### src/rtl/if_fetch_if.sv
`default_nettype none
// ============================================================================
// Module   : if_fetch_if
// Brief    : ROM read bus and instruction hand-off bundle for if_fetch.
// Revision : 1.0 - initial release
// ============================================================================
interface if_fetch_if;
    logic        rom_req_o;
    logic [31:0] rom_addr_o;
    logic [31:0] rom_data_i;
    logic        inst_valid_o;
    logic        id_ready_i;
    logic [31:0] inst_o;
    logic [31:0] instaddr_o;

    modport master (
        output rom_req_o, rom_addr_o, inst_valid_o, inst_o, instaddr_o,
        input  rom_data_i, id_ready_i
    );

    modport slave (
        input  rom_req_o, rom_addr_o, inst_valid_o, inst_o, instaddr_o,
        output rom_data_i, id_ready_i
    );
endinterface
`default_nettype wire

### src/rtl/if_fetch.sv
`default_nettype none
// ============================================================================
// Module   : if_fetch
// Brief    : PC generator, ROM read issue and prefetch FIFO feeding if_id.
//            Optional misaligned-jump trap enabled by macro IFU_MISALIGN_EN.
// Revision : 1.0 - initial release
// ============================================================================
module if_fetch #(
    parameter logic [31:0] RESET_PC   = 32'h0000_0000,
    parameter int          FIFO_DEPTH = 2
) (
    input  wire logic        clk,
    input  wire logic        rstn,
    input  wire logic        jump_en_i,
    input  wire logic [31:0] jump_addr_i,
`ifdef IFU_MISALIGN_EN
    output logic             misalign_o,
`endif
    if_fetch_if.master       bus
);

    localparam int              c_PTR_W = (FIFO_DEPTH > 1) ? $clog2(FIFO_DEPTH) : 1;
    localparam int              c_CNT_W = c_PTR_W + 1;
    localparam logic [c_CNT_W-1:0] c_DEPTH = c_CNT_W'(FIFO_DEPTH);
    localparam logic [31:0]     c_NOP   = 32'h0000_0013;

    typedef enum logic [1:0] {
        S_IDLE = 2'd0,
        S_RUN  = 2'd1,
        S_HALT = 2'd2
    } state_t;

    state_t               r_state;
    state_t               w_state_nxt;
    logic [31:0]          r_pc;
    logic                 r_inflight;
    logic [31:0]          r_inflight_addr;
    logic [c_CNT_W-1:0]   r_count;
    logic [c_PTR_W-1:0]   r_rd_ptr;
    logic [c_PTR_W-1:0]   r_wr_ptr;
    logic [31:0]          r_data_mem [FIFO_DEPTH];
    logic [31:0]          r_addr_mem [FIFO_DEPTH];

    logic                 w_jump_bad;
    logic [31:0]          w_jump_tgt;
    logic [c_CNT_W-1:0]   w_occ;
    logic                 w_issue;
    logic                 w_push;
    logic                 w_pop;
    logic                 w_valid;

`ifdef IFU_MISALIGN_EN
    logic                 r_misalign;
    assign w_jump_bad = jump_en_i && (jump_addr_i[1:0] != 2'b00);
    assign w_jump_tgt = jump_addr_i;
    assign misalign_o = r_misalign;

    always_ff @(posedge clk or negedge rstn) begin
        if (!rstn) r_misalign <= 1'b0;
        else       r_misalign <= w_jump_bad;
    end
`else
    wire w_unused_jump_lsb = &{1'b0, jump_addr_i[1:0]};
    assign w_jump_bad = 1'b0;
    assign w_jump_tgt = {jump_addr_i[31:2], 2'b00};
`endif

    // Credit counts words already buffered plus the one possibly in flight,
    // so a response always has a free slot even if ID never pops.
    assign w_occ   = r_count + {{(c_CNT_W-1){1'b0}}, r_inflight};
    assign w_valid = (r_count != '0);
    assign w_issue = (r_state == S_RUN) && !jump_en_i && (w_occ < c_DEPTH);
    assign w_push  = r_inflight && !jump_en_i;
    assign w_pop   = w_valid && bus.id_ready_i && !jump_en_i;

    always_comb begin
        w_state_nxt = r_state;
        if (jump_en_i) begin
            w_state_nxt = w_jump_bad ? S_HALT : S_RUN;
        end else begin
            case (r_state)
                S_IDLE:  w_state_nxt = S_RUN;
                S_RUN:   w_state_nxt = S_RUN;
                S_HALT:  w_state_nxt = S_HALT;
                default: w_state_nxt = S_IDLE;
            endcase
        end
    end

    always_ff @(posedge clk or negedge rstn) begin
        if (!rstn) r_state <= S_IDLE;
        else       r_state <= w_state_nxt;
    end

    always_ff @(posedge clk or negedge rstn) begin
        if (!rstn) begin
            r_pc            <= RESET_PC;
            r_inflight      <= 1'b0;
            r_inflight_addr <= RESET_PC;
            r_count         <= '0;
            r_rd_ptr        <= '0;
            r_wr_ptr        <= '0;
        end else if (jump_en_i) begin
            // Redirect flushes everything; a misaligned target keeps the old pc.
            r_inflight <= 1'b0;
            r_count    <= '0;
            r_rd_ptr   <= '0;
            r_wr_ptr   <= '0;
            if (!w_jump_bad) r_pc <= w_jump_tgt;
        end else begin
            r_inflight      <= w_issue;
            r_inflight_addr <= r_pc;
            if (w_issue) r_pc     <= r_pc + 32'd4;
            if (w_push)  r_wr_ptr <= r_wr_ptr + c_PTR_W'(1);
            if (w_pop)   r_rd_ptr <= r_rd_ptr + c_PTR_W'(1);
            case ({w_push, w_pop})
                2'b10:   r_count <= r_count + c_CNT_W'(1);
                2'b01:   r_count <= r_count - c_CNT_W'(1);
                default: r_count <= r_count;
            endcase
        end
    end

    always_ff @(posedge clk) begin
        if (w_push) begin
            r_data_mem[r_wr_ptr] <= bus.rom_data_i;
            r_addr_mem[r_wr_ptr] <= r_inflight_addr;
        end
    end

    assign bus.rom_req_o    = w_issue;
    assign bus.rom_addr_o   = r_pc;
    assign bus.inst_valid_o = w_valid;
    assign bus.inst_o       = w_valid ? r_data_mem[r_rd_ptr] : c_NOP;
    assign bus.instaddr_o   = w_valid ? r_addr_mem[r_rd_ptr] : 32'h0000_0000;

endmodule
`default_nettype wire

### src/flat_wrapper.sv
// flat-port wrapper written by rule: the top's interface ports become plain ports
module if_fetch_flat 
#(
    parameter logic [31:0] RESET_PC   = 32'h0000_0000,
    parameter int          FIFO_DEPTH = 2
)
  (clk, rstn, jump_en_i, jump_addr_i, bus_rom_req_o, bus_rom_addr_o, bus_inst_valid_o, bus_inst_o, bus_instaddr_o, bus_rom_data_i, bus_id_ready_i);
  if_fetch_if bus_i ();
  input  wire logic clk;
  input  wire logic rstn;
  input  wire logic jump_en_i;
  input  wire logic [31:0] jump_addr_i;
  output wire logic [$bits(bus_i.rom_req_o)-1:0] bus_rom_req_o;
  output wire logic [$bits(bus_i.rom_addr_o)-1:0] bus_rom_addr_o;
  output wire logic [$bits(bus_i.inst_valid_o)-1:0] bus_inst_valid_o;
  output wire logic [$bits(bus_i.inst_o)-1:0] bus_inst_o;
  output wire logic [$bits(bus_i.instaddr_o)-1:0] bus_instaddr_o;
  input wire logic [$bits(bus_i.rom_data_i)-1:0] bus_rom_data_i;
  input wire logic [$bits(bus_i.id_ready_i)-1:0] bus_id_ready_i;
  assign bus_rom_req_o = bus_i.rom_req_o;
  assign bus_rom_addr_o = bus_i.rom_addr_o;
  assign bus_inst_valid_o = bus_i.inst_valid_o;
  assign bus_inst_o = bus_i.inst_o;
  assign bus_instaddr_o = bus_i.instaddr_o;
  assign bus_i.rom_data_i = bus_rom_data_i;
  assign bus_i.id_ready_i = bus_id_ready_i;
  if_fetch #(.RESET_PC(RESET_PC), .FIFO_DEPTH(FIFO_DEPTH)) u_core (.clk(clk), .rstn(rstn), .jump_en_i(jump_en_i), .jump_addr_i(jump_addr_i), .bus(bus_i));
endmodule
### config.mk
export PLATFORM = sky130hd
export DESIGN_NAME = if_fetch_flat
export DESIGN_NICKNAME = d
export VERILOG_FILES = /design/src/rtl/if_fetch_if.sv /design/src/rtl/if_fetch.sv /design/src/flat_wrapper.sv
export SDC_FILE = /design/constraint.sdc
export NUM_CORES = 1
export LEC_CHECK = 0
export ABC_AREA = 1
export CAP_MARGIN = 20
export CORE_AREA = 8 8 143 132
export DETAILED_ROUTE_END_ITERATION = 8
export DIE_AREA = 0 0 151 140
export GPL_ROUTABILITY_DRIVEN = 0
export GPL_TIMING_DRIVEN = 1
export PLACE_DENSITY = 0.79
export SLEW_MARGIN = 20
export SYNTH_ARGS = -nofsm -noshare
export SYNTH_HDL_FRONTEND = slang
export SYNTH_SLANG_ARGS = --single-unit
### constraint.sdc
create_clock -name clk -period 3.9 [get_ports clk]
set_input_delay 0.975 -clock clk [delete_from_list [all_inputs] [get_ports clk]]
set_output_delay 0.975 -clock clk [all_outputs]
set_load 0.05 [all_outputs]
# After elaboration in Yosys (flattened, before gate mapping)
# Memories as Yosys holds them, arrays and structs flattened.
# Cells that the tools add are included.
[totals]
memories = 2
mem_bits_rw = 128
in_bits = 68
output_inout_bits = 98
ff_bits = 71
[op_classes]
n_eq_ne = 4
add_sub_neg = 6
reduce_logical = 13
muxes = 15
n_lt_le_gt_ge = 1
[memory_table]
columns = ["name", "depth", "word_bits", "read_ports", "rd_clocked_by_memory_dff", "wr", "line_no", "text"]
rows = [
  ["u_core.r_addr_mem", 2, 32, 1, 0, 1, "if_fetch.sv:42", "logic [31:0] r_addr_mem [FIFO_DEPTH];"],
  ["u_core.r_data_mem", 2, 32, 1, 0, 1, "if_fetch.sv:41", "logic [31:0] r_data_mem [FIFO_DEPTH];"],
]
[ops]
columns = ["op", "n"]
rows = [
  ["$mux 32", 4],
  ["$add 32x3->32 const B", 1],
  ["$pmux 2 s2", 2],
  ["$reduce_bool 2->1", 4],
  ["$mux 1", 7],
  ["$logic_and 1x1->1", 5],
  ["$eq 2x1->1 const B", 2],
  ["$eq 2x2->1 const B", 2],
  ["$mux 2", 2],
  ["$reduce_bool 3->1", 1],
  ["$add 1x1->1 const B", 2],
  ["$add 2x1->2", 1],
  ["$add 2x1->2 const B", 1],
  ["$logic_not 2->1", 1],
  ["$lt 2x2->1 const B", 1],
  ["$reduce_or 2->1", 1],
  ["$sub 2x1->2 const B", 1],
  ["$logic_not 1->1", 1],
]

# Longest topological paths before layout
[logic_depth]
depth_word = 6
ltp_mapped = 9
ltp_nobuf = 9

# Worst setup path before layout
# OpenSTA, ideal clock, no wires.
[synth_path]
path_type = "input -> register"
startpoint = "input port jump_en_i"
endpoint = "memory u_core.r_addr_mem[0][10], enable pin"
stages = 6
n_path_buf = 3
arrival_time_ns = 4.154
setup_time_ns = 0.482
setup_slack_ns = -0.736
path_cell_list = "buf_4 > inv_4 > buf_6 > buf_4 > nand2_1 > nor2_1"
[synth_between]
elab_chain_cells = 4
[synth_lines]
columns = ["element", "line_no", "text"]
rows = [
  ["start: declaration", "flat_wrapper.sv:11", "input wire logic jump_en_i;"],
  ["$logic_not 1->1", "if_fetch.sv:73", "assign w_push = r_inflight && !jump_en_i;"],
  ["$logic_and 1x1->1", "if_fetch.sv:73", ""],
  ["$mux 1", "if_fetch.sv:125", "if (w_push) begin"],
  ["$mux 1 (implied by the code)", "if_fetch.sv:127", "r_addr_mem[r_wr_ptr] <= r_inflight_addr;"],
  ["end: declaration", "if_fetch.sv:42", ""],
]
# No other way between the ends.

# Worst setup path in the final report
[layout_path]
startpoint = "register u_core.r_rd_ptr"
endpoint = "output port bus_inst_o[13]"
[layout_between]
elab_chain_cells = 2
[layout_lines]
columns = ["element", "line_no", "text"]
rows = [
  ["start: declaration", "if_fetch.sv:39", "logic [c_PTR_W-1:0] r_rd_ptr;"],
  ["start signal: assignment", "if_fetch.sv:115", "if (w_pop) r_rd_ptr <= r_rd_ptr + c_PTR_W'(1);"],
  ["$mem_v2 2x32", "-", ""],
  ["$mux 32", "if_fetch.sv:134", "assign bus.inst_o = w_valid ? r_data_mem[r_rd_ptr] : c_NOP;"],
  ["end: declaration", "flat_wrapper.sv:16", "output wire logic [$bits(bus_i.inst_o)-1:0] bus_inst_o;"],
]
# No other way between the ends.

==> Flow_metrics.wiki <==
{| class="wikitable"
! Metric !! Value
|-
| Run status || complete, no violations
|-
| Number of max-capacitance violations reported || 0
|-
| Clock network latency to the later pin of the worst-skew pair || 0.43 ns
|-
| Number of global-route vias before repair || 5,927
|-
| Sequential cell area fraction in the yosys report || 64.9%
|-
| CP Class || register to primary output
|-
| Seq cells post-synth || 191
|-
| Worst setup EP type || primary output
|-
| Launching element type of the critical path || register
|-
| Via density per instance || 5.15
|-
| Number of endpoints failing setup at the final stage || 0
|-
| Unrepaired setup endpoints after global routing || no
|-
| Resized cells post-CTS || 0
|-
| Predominant post-synthesis flop cell || sky130_fd_sc_hd__edfxtp_1
|-
| Leading cell types in the layout, fill and taps excluded || sky130_fd_sc_hd__nand2_1 (321), sky130_fd_sc_hd__clkdlybuf4s50_1 (125), sky130_fd_sc_hd__edfxtp_1 (124)
|-
| Number of nets with antenna violations after detailed routing || 0
|-
| Setup Skew || 0.00882 ns
|-
| Count of buffers inserted at the top-level ports || 159
|-
| Area Growth Syn to Fin || 26.7%
|-
| Number of buffers on the longest clock path || 2
|-
| Clk pin slew, worst setup/hold paths || 0.07 ns
|-
| Max-Slew Margin vs Limit || 42.6%
|-
| Kind of cell adding the most delay to the critical path || buffers and inverters
|-
| Ports placed on the boundary || 166
|-
| Total Wirelength || 19,400 um
|-
| Vias after detailed routing || 6,300
|-
| Cell count after synthesis || 849
|-
| TritonCTS clock tree || built
|-
| Distinct cells, synth || 33
|-
| Number of levels in the clock H-tree || 4
|-
| Sum Neg Setup Slack || 0 ns
|-
| Number of buffers added for setup after CTS || 0
|-
| Number of inserted diodes || 0
|-
| Fmax || 285 MHz
|-
| Worst hold path startpoint || u_core.r_state[1]
|-
| First-iteration detailed-routing DRC count || 455
|-
| Tot GR Track Use || 18.2%
|-
| Required time at the endpoint of the critical path || 2.92 ns
|-
| Maximum VDD drop || 451 uV
|-
| Share of the cycle needed by the critical path after routing || 89.8%
|-
| Number of detailed-routing iterations run before antenna repair || 5
|-
| Nets@finish || 1,069
|-
| CTS sink count || 191
|-
| Worst setup path startpoint || u_core.r_rd_ptr
|-
| Core area || 16,400 um2
|-
| Total of warnings raised by yosys || 0
|-
| Residual DRC count || 0
|-
| Die span in y || 140 um
|-
| Crit Reg-Reg Startpoint || u_core.r_count[1]
|-
| Async set-reset flop share out of synthesis || 35.1%
|-
| Pre-CTS worst setup slack || 0.872 ns
|-
| Total power consumption of the routed design || 7.81 mW
|-
| Cell area power density || 740 nW/um2
|-
| Placed Cells || 1,192
|-
| First-pass GRT wire length || 30,400 um
|-
| Final critical-path setup slack || 0.396 ns
|-
| Cell Rows || 45
|-
| Synth Cell Area || 8320 um2
|-
| Leftover overflow at the end of global routing || 0
|-
| CTS root buffer || sky130_fd_sc_hd__clkbuf_16
|-
| Starting Density || 50.6%
|-
| Maximum fanout along the worst path || 62
|-
| DR WL/cell || 15.9 um
|-
| Most common cell after layout, fill and taps aside || sky130_fd_sc_hd__nand2_1
|-
| Post-Syn Area per Cell || 9.80 um2
|-
| Final number of hold-violating endpoints || 0
|-
| Total buffers and inverters traversed by the critical path || 2
|-
| Detailed placement HPWL || 13,100 um
|-
| Highest cell delay on the worst timing path || 0.85 ns
|-
| Pin count of the biggest net entering global routing || 80
|-
| Measured slew at the worst slew-check pin || 0.862 ns
|-
| Hold-fix buffer count after cts || 0
|-
| Leakage power of the design || 4.27 nW
|-
| Die width || 151 um
|-
| Fraction of layout cells with a size suffix above 1 || 9.97%
|-
| Total die area || 21,100 um2
|-
| Clock period minus worst slack || 3.50 ns
|-
| Number of buffers created by CTS || 17
|-
| Count of final max-slew check failures || 0
|-
| Cell Chain, Critical Path || buf_4 > nand2_1 > a21oi_1 > clkdlybuf4s50_1
|-
| Worst min path class || register to register
|-
| Data arrival time of the critical path || 2.53 ns
|-
| Number of enable-type register cells in the synthesized netlist || 124
|-
| Number of non-filler instances in the completed layout || 1,224
|-
| Slowest library cell on the worst path || sky130_fd_sc_hd__clkdlybuf4s50_1
|-
| Number of antenna violations at the first check in global routing || 0
|}
## metal layers
metal  global-route usage, %  wire length (um)
met1                    25.2              8920
met2                    27.5              8830
met3                    4.51              1450
met4                    5.93               235
met5                       0                 0
## registers in the layout, summed over array words and instances, names as in the netlist
name and cells:
u_core.r_data_mem 64, u_core.r_addr_mem 60, u_core.bus.rom_addr_o 30, u_core.r_inflight_addr 30
u_core.r_count 2, u_core.r_state 2, u_core.r_inflight 1, u_core.r_rd_ptr 1
u_core.r_wr_ptr 1
## synth_stat cells, types with 2 or more instances
cell type                  count  area (um2)
sky130_fd_sc_hd__buf_1         3        11.3
sky130_fd_sc_hd__o211ai_1      3        22.5
sky130_fd_sc_hd__nand3_1      58         290
sky130_fd_sc_hd__nor2_1       43         161
sky130_fd_sc_hd__o21ai_0      42         210
sky130_fd_sc_hd__clkbuf_1     15        56.3
sky130_fd_sc_hd__inv_1        44         165
sky130_fd_sc_hd__nand2_2       8        50.1
sky130_fd_sc_hd__o22ai_1       2        12.5
sky130_fd_sc_hd__nand2_1     321        1200
sky130_fd_sc_hd__inv_2         3        11.3
sky130_fd_sc_hd__dfrtp_1      67        1680
sky130_fd_sc_hd__o21ai_1       2        10.0
sky130_fd_sc_hd__nor2_2        6        37.5
sky130_fd_sc_hd__buf_6         5        56.3
sky130_fd_sc_hd__buf_4         7        52.6
sky130_fd_sc_hd__nor2_4        5        56.3
sky130_fd_sc_hd__buf_2        10        50.1
sky130_fd_sc_hd__a21oi_1      66         330
sky130_fd_sc_hd__a21boi_0      3        22.5
sky130_fd_sc_hd__edfxtp_1    124        3720
## cell type report
type                            instances  area [um2]
Fill cell                            1358        5890
Sequential cell                       191        5400
Multi-Input combinational cell        573        2540
Timing Repair Buffer                  169        1610
Clock buffer                           22         465
Tap cell                              211         264
Inverter                               48         183
Clock inverter                         10        81.3
## power by group
part	switching, mW	internal (mW)	leakage [nW]
logic	2.42	0.960	2.05
clock network	0.728	0.862	0.260
registers	0.273	2.57	1.96
total	3.42	4.39	4.27
## path summary, 6_finish.rpt
kind | slack [ns] | end | depth (start not counted)
worst min register to register | 0.46 | u_core.r_state[0] | 1
worst max register to register | 2.19 | u_core.bus.rom_addr_o[20] | 9
max in group asynchronous | 2.54 | u_core.r_rd_ptr | 2
worst min-delay path | 0.46 | u_core.r_state[0] | 1
min in group asynchronous | 0.72 | u_core.bus.rom_addr_o[22] | 2
worst max-delay path | 0.40 | bus_inst_o[13] | 4
## cell families after synthesis
| family | Yosys count | share of synthesized area [%] |
|---|---|---|
| AOI/OAI and AO/OA | 121 | 7.56 |
| and+or+nand+nor | 446 | 22.4 |
| DFF | 191 | 64.9 |
| adders and majority gates | 1 | 0.150 |
| buffers and inverters | 88 | 4.92 |
| xor gates and xnor gates | 1 | 0.105 |
| other | 1 | 0.0450 |
## per-stage QoR
step                      area (um2)  hold slack [ns]  utilization, %
after floorplan                 8340            0.427               -
after global placement         10000            0.438            60.8
after detailed placement       10000            0.442            60.8
after CTS                      10600            0.452            64.2
after global routing           10600            0.486            64.2
final                          10600            0.456            64.2
No activity file was read; power rests on OpenSTA's default activity.
